<file path="src/rtl/dffram_wb_pkg.sv">
`default_nettype none
// ============================================================================
// Module      : dffram_wb_pkg
// Description : Shared types, constants and address-decode helper for the
//               Wishbone-to-DFFRAM adapter.
// Revision    : 1.0 - initial release
// ============================================================================
package dffram_wb_pkg;

   localparam int WORD_BYTES = 4;
   localparam int DATA_W     = 32;

   // RD_REG is only reachable when the registered read path is built in.
   typedef enum logic [2:0] {
      IDLE    = 3'd0,
      RD_DATA = 3'd1,
      RD_REG  = 3'd2,
      ACK     = 3'd3,
      ERR     = 3'd4
   } wb_state_t;

   // Window hit: every address bit above the word index must match the base.
   function automatic logic addr_hit(input logic [31:0] adr,
                                     input logic [31:0] base,
                                     input int unsigned aw);
      return (adr >> (aw + 2)) == (base >> (aw + 2));
   endfunction

endpackage
`default_nettype wire

</file>
<file path="src/rtl/dffram_wb_adapter_if.sv">
`default_nettype none
// ============================================================================
// Module      : dffram_wb_adapter_if
// Description : Wishbone-classic bus bundle between a master and the
//               DFFRAM adapter slave.
// Revision    : 1.0 - initial release
// ============================================================================
interface dffram_wb_adapter_if
   import dffram_wb_pkg::*;
#(
   parameter int WSIZE = 4
);
   logic              wb_cyc_i;
   logic              wb_stb_i;
   logic              wb_we_i;
   logic [WSIZE-1:0]  wb_sel_i;
   logic [31:0]       wb_adr_i;
   logic [DATA_W-1:0] wb_dat_i;
   logic [DATA_W-1:0] wb_dat_o;
   logic              wb_ack_o;
   logic              wb_err_o;

   modport slave (
      input  wb_cyc_i, wb_stb_i, wb_we_i, wb_sel_i, wb_adr_i, wb_dat_i,
      output wb_dat_o, wb_ack_o, wb_err_o
   );

   modport master (
      output wb_cyc_i, wb_stb_i, wb_we_i, wb_sel_i, wb_adr_i, wb_dat_i,
      input  wb_dat_o, wb_ack_o, wb_err_o
   );
endinterface
`default_nettype wire

</file>
<file path="src/rtl/dffram_wb_addr_dec.sv">
`default_nettype none
// ============================================================================
// Module      : dffram_wb_addr_dec
// Description : Combinational window decode: hit flag and RAM word index
//               from a Wishbone byte address. Byte offset bits are ignored.
// Revision    : 1.0 - initial release
// ============================================================================
module dffram_wb_addr_dec
   import dffram_wb_pkg::*;
#(
   parameter int          AW        = 9,
   parameter logic [31:0] BASE_ADDR = 32'h3000_0000
) (
   input  wire logic [31:0]   i_adr,
   output logic               o_hit,
   output logic [AW-1:0]      o_ram_a0
);

   assign o_hit    = addr_hit(i_adr, BASE_ADDR, AW);
   assign o_ram_a0 = i_adr[AW+1:2];

endmodule
`default_nettype wire

</file>
<file path="src/rtl/dffram_wb_adapter.sv">
`default_nettype none
// ============================================================================
// Module      : dffram_wb_adapter
// Description : Wishbone-classic slave driving a single-port DFFRAM macro.
//               Handles decode, byte-lane enables, read latency, ack/err.
//               Build option DFFRAM_WB_READ_REG_EN adds a read data register
//               (RD_REG state), giving 2-cycle read latency.
// Revision    : 1.0 - initial release
// ============================================================================
module dffram_wb_adapter
   import dffram_wb_pkg::*;
#(
   parameter int          AW        = 9,
   parameter logic [31:0] BASE_ADDR = 32'h3000_0000,
   parameter int          WSIZE     = 4
) (
   input  wire logic              CLK,
   input  wire logic              RST,
   dffram_wb_adapter_if.slave     wb,
   output logic                   ram_en0,
   output logic [WSIZE-1:0]       ram_we0,
   output logic [AW-1:0]          ram_a0,
   output logic [DATA_W-1:0]      ram_di0,
   input  wire logic [DATA_W-1:0] ram_do0
);

   wb_state_t     r_state;
   wb_state_t     w_next;
   logic          w_req;
   logic          w_hit;
   logic [AW-1:0] w_a0;

   dffram_wb_addr_dec #(
      .AW        (AW),
      .BASE_ADDR (BASE_ADDR)
   ) u_addr_dec (
      .i_adr    (wb.wb_adr_i),
      .o_hit    (w_hit),
      .o_ram_a0 (w_a0)
   );

   assign w_req   = wb.wb_cyc_i & wb.wb_stb_i;
   assign ram_a0  = w_a0;
   assign ram_di0 = wb.wb_dat_i;

   // State register; reset returns to IDLE regardless of bus activity.
   always_ff @(posedge CLK or posedge RST) begin
      if (RST) r_state <= IDLE;
      else     r_state <= w_next;
   end

`ifdef DFFRAM_WB_READ_REG_EN
   logic [DATA_W-1:0] r_rd_data;

   // Capture RAM output in RD_DATA; clear on any abort so stale data never leaks.
   always_ff @(posedge CLK or posedge RST) begin
      if (RST)
         r_rd_data <= '0;
      else if ((r_state == RD_DATA || r_state == RD_REG) && !wb.wb_cyc_i)
         r_rd_data <= '0;
      else if (r_state == RD_DATA)
         r_rd_data <= ram_do0;
   end
`endif

   // Next state, RAM strobes and bus responses; reset gates every output at once.
   always_comb begin
      w_next      = r_state;
      ram_en0     = 1'b0;
      ram_we0     = '0;
      wb.wb_ack_o = 1'b0;
      wb.wb_err_o = 1'b0;
      wb.wb_dat_o = '0;
      case (r_state)
         IDLE: begin
            if (w_req) begin
               if (!w_hit) begin
                  w_next = ERR;
               end else if (wb.wb_we_i) begin
                  // A write with no lanes selected still acks but never touches the RAM.
                  ram_en0 = |wb.wb_sel_i;
                  ram_we0 = wb.wb_sel_i;
                  w_next  = ACK;
               end else begin
                  ram_en0 = 1'b1;
                  w_next  = RD_DATA;
               end
            end
         end
         RD_DATA: begin
            w_next = IDLE;
`ifdef DFFRAM_WB_READ_REG_EN
            if (wb.wb_cyc_i) w_next = RD_REG;
`else
            if (wb.wb_cyc_i) begin
               wb.wb_ack_o = 1'b1;
               wb.wb_dat_o = ram_do0;
            end
`endif
         end
`ifdef DFFRAM_WB_READ_REG_EN
         RD_REG: begin
            w_next = IDLE;
            if (wb.wb_cyc_i) begin
               wb.wb_ack_o = 1'b1;
               wb.wb_dat_o = r_rd_data;
            end
         end
`endif
         ACK: begin
            w_next      = IDLE;
            wb.wb_ack_o = wb.wb_cyc_i;
         end
         ERR: begin
            w_next      = IDLE;
            wb.wb_err_o = wb.wb_cyc_i;
         end
         default: w_next = IDLE;
      endcase
      if (RST) begin
         ram_en0     = 1'b0;
         ram_we0     = '0;
         wb.wb_ack_o = 1'b0;
         wb.wb_err_o = 1'b0;
         wb.wb_dat_o = '0;
      end
   end

endmodule
`default_nettype wire
</file>
<file path="src/flat_wrapper.sv">
// flat-port wrapper written by rule: the top's interface ports become plain ports
module dffram_wb_adapter_flat import dffram_wb_pkg::*;
#(
   parameter int          AW        = 9,
   parameter logic [31:0] BASE_ADDR = 32'h3000_0000,
   parameter int          WSIZE     = 4
)
  (CLK, RST, ram_en0, ram_we0, ram_a0, ram_di0, ram_do0, wb_wb_cyc_i, wb_wb_stb_i, wb_wb_we_i, wb_wb_sel_i, wb_wb_adr_i, wb_wb_dat_i, wb_wb_dat_o, wb_wb_ack_o, wb_wb_err_o);
  dffram_wb_adapter_if #(.WSIZE(WSIZE)) wb_i ();
  input  wire logic CLK;
  input  wire logic RST;
  output logic ram_en0;
  output logic [WSIZE-1:0] ram_we0;
  output logic [AW-1:0] ram_a0;
  output logic [DATA_W-1:0] ram_di0;
  input  wire logic [DATA_W-1:0] ram_do0;
  input wire logic [$bits(wb_i.wb_cyc_i)-1:0] wb_wb_cyc_i;
  input wire logic [$bits(wb_i.wb_stb_i)-1:0] wb_wb_stb_i;
  input wire logic [$bits(wb_i.wb_we_i)-1:0] wb_wb_we_i;
  input wire logic [$bits(wb_i.wb_sel_i)-1:0] wb_wb_sel_i;
  input wire logic [$bits(wb_i.wb_adr_i)-1:0] wb_wb_adr_i;
  input wire logic [$bits(wb_i.wb_dat_i)-1:0] wb_wb_dat_i;
  output wire logic [$bits(wb_i.wb_dat_o)-1:0] wb_wb_dat_o;
  output wire logic [$bits(wb_i.wb_ack_o)-1:0] wb_wb_ack_o;
  output wire logic [$bits(wb_i.wb_err_o)-1:0] wb_wb_err_o;
  assign wb_i.wb_cyc_i = wb_wb_cyc_i;
  assign wb_i.wb_stb_i = wb_wb_stb_i;
  assign wb_i.wb_we_i = wb_wb_we_i;
  assign wb_i.wb_sel_i = wb_wb_sel_i;
  assign wb_i.wb_adr_i = wb_wb_adr_i;
  assign wb_i.wb_dat_i = wb_wb_dat_i;
  assign wb_wb_dat_o = wb_i.wb_dat_o;
  assign wb_wb_ack_o = wb_i.wb_ack_o;
  assign wb_wb_err_o = wb_i.wb_err_o;
  dffram_wb_adapter #(.AW(AW), .BASE_ADDR(BASE_ADDR), .WSIZE(WSIZE)) u_core (.CLK(CLK), .RST(RST), .wb(wb_i), .ram_en0(ram_en0), .ram_we0(ram_we0), .ram_a0(ram_a0), .ram_di0(ram_di0), .ram_do0(ram_do0));
endmodule
</file>
<file path="config.mk">
export PLATFORM = sky130hd
export DESIGN_NAME = dffram_wb_adapter_flat
export DESIGN_NICKNAME = d
export VERILOG_FILES = /design/src/rtl/dffram_wb_pkg.sv /design/src/rtl/dffram_wb_adapter_if.sv /design/src/rtl/dffram_wb_addr_dec.sv /design/src/rtl/dffram_wb_adapter.sv /design/src/flat_wrapper.sv
export SDC_FILE = /design/constraint.sdc
export NUM_CORES = 1
export LEC_CHECK = 0
export BUFFER_PORTS_ARGS = -buffer_cell sky130_fd_sc_hd__buf_2
export CAP_MARGIN = 20
export CORE_AREA = 2 2 73 75
export DETAILED_ROUTE_END_ITERATION = 8
export DIE_AREA = 0 0 75 77
export PLACE_DENSITY = 0.63
export SYNTH_ARGS = -nofsm -noshare
export SYNTH_HDL_FRONTEND = slang
export SYNTH_SLANG_ARGS = --single-unit
</file>
<file path="constraint.sdc">
create_clock -name CLK -period 1.65 [get_ports CLK]
set_input_delay 0.165 -clock CLK [delete_from_list [all_inputs] [get_ports CLK]]
set_output_delay 0.165 -clock CLK [all_outputs]
set_load 0.03 [all_outputs]
</file>
# After elaboration in Yosys (flattened, before gate mapping)
# Index checks and enable logic that the tools add are counted.
[op_classes] n_addsub=0 n_mul=0 div=0 n_lt_le_gt_ge=0 eq_ne=5 n_shift=0 mux=22 bitwise=1 n_reduce_logical=2
[ops] operator="32-bit two-way mux" count=3
[ops] operator="21-bit by 19-bit equality test with 1-bit output (second input constant)" count=1
[ops] operator="4-bit two-way mux" count=5
[ops] operator="1-bit two-way mux" count=9
[ops] operator="3-bit two-way mux" count=3
[ops] operator="4-bit OR reduction" count=1
[ops] operator="3-bit by 1-bit equality test with 1-bit output (second input constant)" count=1
[ops] operator="3-bit by 2-bit equality test with 1-bit output (second input constant)" count=1
[ops] operator="3-bit equality test (second input constant)" count=1
[ops] operator="3-bit logical NOT" count=1
[ops] operator="2-bit two-way mux" count=1
[ops] operator="2-bit by 1-bit inequality test with 1-bit output (second input constant)" count=1
[ops] operator="1-bit case mux with 2 select lines" count=1
[ops] operator="1-bit bitwise AND" count=1
[totals] ff_bits=3 latch_bits=0 ram_bits=0 rom_bits=0 input_bits=105 output_inout_bits=80 elab_cells=31 mem_count=0

# Depth between registers and ports, before layout
# Gate-level depths: netlist of run 1.
[logic_depth] word_depth=6 ltp_mapped=4 ltp_nobuf=3

# Cells and area by module
# A second synthesis of run 1 with hierarchy kept.
[hier_totals] cells_unflattened=115 area_unflattened_um2=868.3
[modules_own_cells] module="dffram_wb_adapter" instances=1 cells_each=97 area_per_inst_um2=732.0 seq_area_each_um2=75.1
[modules_own_cells] module="dffram_wb_addr_dec" instances=1 cells_each=18 area_per_inst_um2=136.4 seq_area_each_um2=0.0

# Worst setup path after synthesis of run 1
# Ideal clock, no wire load.
[synth_path] kind="register to output" from="register u_core.r_state[1]" to="output port ram_en0" t_arrival_ps=1860 required_time_ps=1485 path_slack_ps=-375 stages_incl_launch_ff=4 path_buffers=0 path_cell_list="dfrtp_1 -> nor4b_1 -> nand2_1 -> nor4_1"
[synth_via] elab_chain_cells=3
[synth_rtl] element="start, declared" line_no="dffram_wb_adapter.sv:27" text="wb_state_t r_state;"
[synth_rtl] element="start signal, assigned" line_no="dffram_wb_adapter.sv:49" text="else r_state <= w_next;"
[synth_rtl] element="3-bit logical NOT" line_no="dffram_wb_adapter.sv:74" text="case (r_state)"
[synth_rtl] element="1-bit two-way mux" line_no="dffram_wb_adapter.sv:74"
[synth_rtl] element="1-bit two-way mux" line_no="dffram_wb_adapter.sv:120" text="if (RST) begin"
[synth_rtl] element="end, declared" line_no="flat_wrapper.sv:12" text="output logic ram_en0;"
# No other way between the ends.

# Final worst setup path of run 1
[layout_path] from="register u_core.r_state[0]" to="output port ram_we0[2]"
[layout_via] elab_chain_cells=3
[layout_rtl] element="3-bit logical NOT" line_no="dffram_wb_adapter.sv:74"
[layout_rtl] element="4-bit two-way mux" line_no="dffram_wb_adapter.sv:74"
[layout_rtl] element="4-bit two-way mux" line_no="dffram_wb_adapter.sv:120"
[layout_rtl] element="end, declared" line_no="flat_wrapper.sv:13" text="output logic [WSIZE-1:0] ram_we0;"
# No other way between the ends.

==> results.json, run 1 <==
{
  "status": "finished with violations",
  "failed_checks": "negative setup slack",
  "insertion_delay_ns": 0.21,
  "p_per_area_mw_per_mm2": 244,
  "die-area_mm2": 0.00578,
  "clockBufferDepth": 2,
  "power_frac_comb": 0.303,
  "slew_headroom": 0.778,
  "largest_reg_flops": 3,
  "synth.largest_area_cell": "buf_4",
  "cts_tree": "done",
  "grt_use_total": 0.0906,
  "crit_type": "register to primary output",
  "grt_pass1_vias": 961,
  "switching_power_w": 0.0000997,
  "place_congestion": 0.711,
  "synth_seq_cells": 3,
  "synthCells": 110,
  "min_path_type": "primary input to register",
  "io_buffers": 100,
  "n_antenna_cell": 0,
  "clkPwrFrac": 0.510,
  "synth_top_area_frac": 0.377,
  "wirelength_mm": 3.05,
  "dr_total_vias": 1023,
  "clkSinkCount": 3,
  "die_h_um": 77,
  "post-place-ws_ns": 0.00164,
  "whs_ns": 0.230,
  "grt_antenna_before_repair": 0,
  "switching_share": 0.242,
  "routedWlPerCell_um": 11.9,
  "start_util": 0.164,
  "intPower_w": 0.000312,
  "grt_pass1_wl_mm": 4.02,
  "p_leak_nw": 0.882,
  "hold_viol_final": 0,
  "htree_levels": 1,
  "setup_slack_ns": -0.115,
  "power_w": 0.000412,
  "path_clk_slew_ns": 0.03,
  "critical_path.max_fanout": 4,
  "area_growth_pct": 106,
  "ys_seq_area_frac": 0.0920,
  "synthTopCellsByArea": "buf_4 (38%), and2_1 (25%), dfrtp_1 (9.2%)",
  "dr.pass1.iters": 4,
  "core-area_mm2": 0.00498,
  "avgSynthCellArea_um2": 7.42,
  "drv_slew": 0,
  "drt_iter0_drc": 3,
  "tightestPinTransition_ns": 0.330,
  "antenna_left": 0,
  "maxCapViolations": 0,
  "worstSetupStartpointType": "register",
  "cts_made_buffers": 3,
  "die_w_um": 75,
  "dp_hpwl_mm": 1.99,
  "p_seq_frac": 0.187,
  "setup_viol": 36,
  "max_flop_register": "u_core.r_state",
  "fin_crit_ns": 1.76,
  "arrival_ns": 1.60,
  "syn-cell-area_um2": 816,
  "cp.required_ns": 1.48,
  "vias_per_cell": 4.00,
  "biggestRegsByFlops": "u_core.r_state: 3 flops",
  "fp-row-count": 26,
  "grt_start_max_net_pins": 9,
  "syn_nets": 215,
  "fillers": 502,
  "fin_crit_sh": 1.07,
  "end_kind": "primary output",
  "ctsRootBufferMaster": "clkbuf_8",
  "clock.fmax_mhz": 567,
  "nets": 292,
  "grt.overflow.total": 0,
  "ir_drop_v": 0.000168,
  "synth_cell_type_count": 21,
  "drc": 0,
  "drive_gt1_frac": 0.887,
  "yosysWarnings": 0,
  "synth-edff-count": 0,
  "async_flop_share": 1.00,
  "finalClockSkew_ns": 0.00124,
  "ys.flop_type": "dfrtp_1",
  "rsz0062_at_grt": "yes",
  "num_io_pins": 185
}
-- final cells by class --
cell class / instances / area, um^2 / area share
inverter: 6 / 22.5 / 0.0134
sequential: 3 / 75.1 / 0.0446
tap: 70 / 87.6 / 0.0520
clock buffer: 4 / 45.0 / 0.0267
timing repair buffer: 113 / 828 / 0.492
multi-input combinational: 60 / 626 / 0.371
-- cell usage in the layout (no fill, tap or decap), drive strengths merged, types with 2 or more instances in the layout --
cell	count
dfrtp	3
inv	6
and2b	4
nand4	2
clkbuf	4
nor4	10
buf	112
nand2	2
nor2	2
and2	32
-- power groups by stage --
stage / combinational, W / clock [W] / sequential [W]
2_1_floorplan: 0.000207 / 0 / 0.0000768
5_1_grt: 0.000137 / 0.000219 / 0.0000771
6_report: 0.000125 / 0.000210 / 0.0000769
3_3_place_gp: 0.0000968 / 0 / 0.0000770
4_1_cts: 0.000109 / 0.000214 / 0.0000769
3_5_place_dp: 0.0000996 / 0 / 0.0000770
-- Yosys cell counts (all sizes together) (2+ instances only) --
| cell | number |
|---|---|
| buf | 41 |
| and2 | 32 |
| nor4 | 10 |
| inv | 6 |
| clkbuf | 3 |
| dfrtp | 3 |
| nand2 | 2 |
| nand4 | 2 |
| nor2 | 2 |
-- logic make-up after synthesis --
| group | count (synthesis) | share of synthesized area |
|---|---|---|
| AO/OA/AOI/OAI | 2 | 0.0184 |
| buffers and inverters | 50 | 0.419 |
| flip-flops | 3 | 0.0920 |
| AND/OR/NAND/NOR | 55 | 0.471 |
-- through the flow --
step / TNS [ns] / instance area, um^2 / cells / util
detailed placement: 0 / 1150 / 241 / 0.232
finish: -2.02 / 1680 / 256 / 0.338
floorplan: -0.391 / 847 / 110 / -
global placement: -0.0353 / 1150 / 241 / 0.232
CTS: -2.70 / 1550 / 251 / 0.312
global route: -4.08 / 1680 / 256 / 0.338
-- critical path: stages, from the launching register on --
cell and delay (ns):
dfrtp_1 0.40, nor4b_4 0.33, nand4_1 0.17, buf_6 0.17
nor4_4 0.12, buf_4 0.19
-- routing by layer --
metal	part of all wire	vias to the layer above	wire length, um	track usage
li1	-	471	-	-
met1	0.31	437	942	0.0772
met2	0.49	95	1500	0.168
met3	0.17	20	509	0.0355
met4	0.034	0	103	0.0536
met5	0	-	0	0
-- final timing paths --
path / from / endpoint / slack [ns] / cells past startpoint
setup / recovery: u_core.r_state[0] / ram_we0[2] / -0.11 / 5
setup reg to reg: u_core.r_state[0] / u_core.r_state[1] / 0.10 / 6
max in group asynchronous: RST / u_core.r_state[1] / 1.05 / 3
min in group asynchronous: RST / u_core.r_state[0] / 0.45 / 3
hold / removal: wb_wb_we_i / u_core.r_state[1] / 0.23 / 3
hold reg to reg: u_core.r_state[1] / u_core.r_state[1] / 0.92 / 6
-- what timing repair did --
| item | CTS | global route |
|---|---|---|
| buffers inserted | 2 | 5 |
| pin swaps | 30 | 22 |
| hold buffers | 1 | 0 |
| resized for setup | 105 | 17 |
| gates cloned | 3 | 0 |
| endpoints found under the hold margin | 3 | 0 |
| endpoints found under the setup margin | 37 | 37 |
(Power assumes the default switching activity.)
==> run 2: changes to the inputs <==
- GPL_TIMING_DRIVEN: default -> 0
==> run 2 against run 1 <==
The flow still finishes with violations (negative setup slack). Core utilization is 9.4 points higher. Register-to-register slack improved by 0.33 ns. Clock-buffer cell count is the same. Combinational power rose to 2.7 times the previous value. Sequential power hardly changed. Cell count up 30%. Power grew 52%. Hold slack got worse by 0.018 ns. Global-route usage up 0.32 points. Fmax down 0.24%. Critical path depth unchanged. First-iteration DRC count is 130% higher.
==> results.json, run 2 (synthesized netlist as in run 1, its figures left out) <==
{
  "utilization": 0.432,
  "dr_total_vias": 1241,
  "fin_area_mm2": 0.00215,
  "maxCapViolations": 0,
  "clkSinkCount": 3,
  "drt_iter0_drc": 7,
  "num_io_pins": 185,
  "reg2reg_slack_ns": 0.43,
  "insertion_delay_ns": 0.21,
  "hold_viol_final": 0,
  "die-area_mm2": 0.00578,
  "largest_reg_flops": 3,
  "die_h_um": 77,
  "grt_pass1_wl_mm": 4.31,
  "biggestRegsByFlops": "u_core.r_state: 3 flops",
  "clockBufferDepth": 2,
  "mostFrequentLayoutCells": "buf_2 (104), buf_4 (48), buf_6 (34)",
  "tightestPinTransition_ns": 0.458,
  "grt_pass1_vias": 1064,
  "rsz0062_at_grt": "yes",
  "final-seq-area_um2": 75.1,
  "max_flop_register": "u_core.r_state",
  "htree_levels": 1,
  "area_growth_pct": 164,
  "cts_made_buffers": 3,
  "arrival_ns": 1.60,
  "grt_start_max_net_pins": 11,
  "place_congestion": 0.639,
  "min_path_type": "primary input to register",
  "cp.required_ns": 1.48,
  "dr.pass1.iters": 2,
  "critical_path.max_fanout": 7,
  "ctsRootBufferMaster": "clkbuf_8",
  "fp-row-count": 26,
  "core-area_mm2": 0.00498,
  "drive_gt1_frac": 0.897,
  "slew_headroom": 0.694,
  "setup_slack_ns": -0.119,
  "failed_checks": "negative setup slack",
  "end_kind": "primary output",
  "routedWlPerCell_um": 10.1,
  "p_per_area_mw_per_mm2": 290,
  "drc": 0,
  "fillers": 476,
  "final_common_cell": "buf_2",
  "placed_cell_area_mm2": 0.00164,
  "die_w_um": 75,
  "fin_crit_ns": 1.77,
  "status": "finished with violations",
  "p_leak_nw": 1.22,
  "n_antenna_cell": 0,
  "start_util": 0.164,
  "drv_slew": 0,
  "io_buffers": 141,
  "crit_type": "register to primary output",
  "ir_drop_v": 0.000168,
  "antenna_left": 0,
  "grt_antenna_before_repair": 0,
  "grt.overflow.total": 0,
  "nets": 368,
  "finalClockSkew_ns": 0.00150,
  "path_clk_slew_ns": 0.03,
  "setup_viol": 36,
  "worstSetupStartpointType": "register",
  "vias_per_cell": 3.74,
  "grt_use_total": 0.0938,
  "tns_ns": -3.52,
  "wirelength_mm": 3.34,
  "dp_hpwl_mm": 2.66,
  "multi_input_area_um2": 552,
  "fin_crit_sh": 1.07,
  "cts_tree": "done",
  "clock.fmax_mhz": 565
}
[run 2: cell types whose count changed in the layout (fill, tap and decap cells not counted), moves of 3 or more]
| cell | change |
|---|---|
| and2_4 | -4 |
| nor4_4 | -3 |
| buf_8 | +3 |
| buf_4 | +35 |
| buf_2 | +41 |
| and2_1 | +4 |
[run 2: repair_timing]
item / CTS / global route
endpoints found under the hold margin: 3 / 0
gates resized for setup: 81 / 39
endpoints found under the setup margin: 35 / 37
pin swaps: 3 / 23
gates cloned: 0 / 2
setup buffers: 2 / 2
hold buffers: 1 / 0
[run 2: metrics by stage]
stage | total power (W) | setup WS [ns] | cells | hold slack (ns)
after floorplan | 0.000284 | -0.0847 | 110 | -0.0618
after global placement | 0.000400 | -0.124 | 321 | 0.0723
after detailed placement | 0.000405 | -0.170 | 321 | 0.0765
after CTS | 0.000628 | -0.104 | 328 | 0.208
after global routing | 0.000660 | -0.184 | 332 | 0.224
final | 0.000625 | -0.119 | 332 | 0.212
[run 2: where the power goes]
group	switching [W]	internal (W)	total, W	leakage [nW]
clock	0.0000440	0.000164	0.000208	0.0228
combinational	0.000179	0.000160	0.000339	1.15
sequential	0.00000151	0.0000755	0.0000770	0.0411
[run 2: worst paths after layout]
path	startpoint	end	cells past startpoint
worst max-delay path	u_core.r_state[2]	wb_wb_dat_o[18]	5
worst min-delay path	wb_wb_we_i	u_core.r_state[1]	3
worst max register to register	u_core.r_state[1]	u_core.r_state[1]	3
worst min register to register	u_core.r_state[1]	u_core.r_state[1]	3
max in group asynchronous	RST	u_core.r_state[0]	3
min in group asynchronous	RST	u_core.r_state[2]	3
[run 2: worst max-delay path, cell delays in order, from the launching register on]
cell       delay, ns
dfrtp_1         0.40
and4bb_2        0.31
and2b_4         0.26
clkbuf_16       0.17
and2_4          0.13
buf_6           0.12
[run 2: cell type report]
class | instances | area share
inverters | 6 | 0.0105
plain buffers | 44 | 0.164
clock buffers | 4 | 0.0209
flip-flops and latches | 3 | 0.0349
multi-input cells | 57 | 0.257
repair buffers | 148 | 0.472
well taps | 70 | 0.0407
[run 2: routing by layer]
| metal | up-vias | routed length [um] | GRT usage | part of all wire |
|---|---|---|---|---|
| met5 | - | 0 | 0 | 0 |
| met4 | 0 | 0 | 0.0161 | 0 |
| met3 | 0 | 486 | 0.0329 | 0.15 |
| met2 | 107 | 1720 | 0.183 | 0.52 |
| met1 | 513 | 1130 | 0.0914 | 0.34 |
| li1 | 621 | - | - | - |
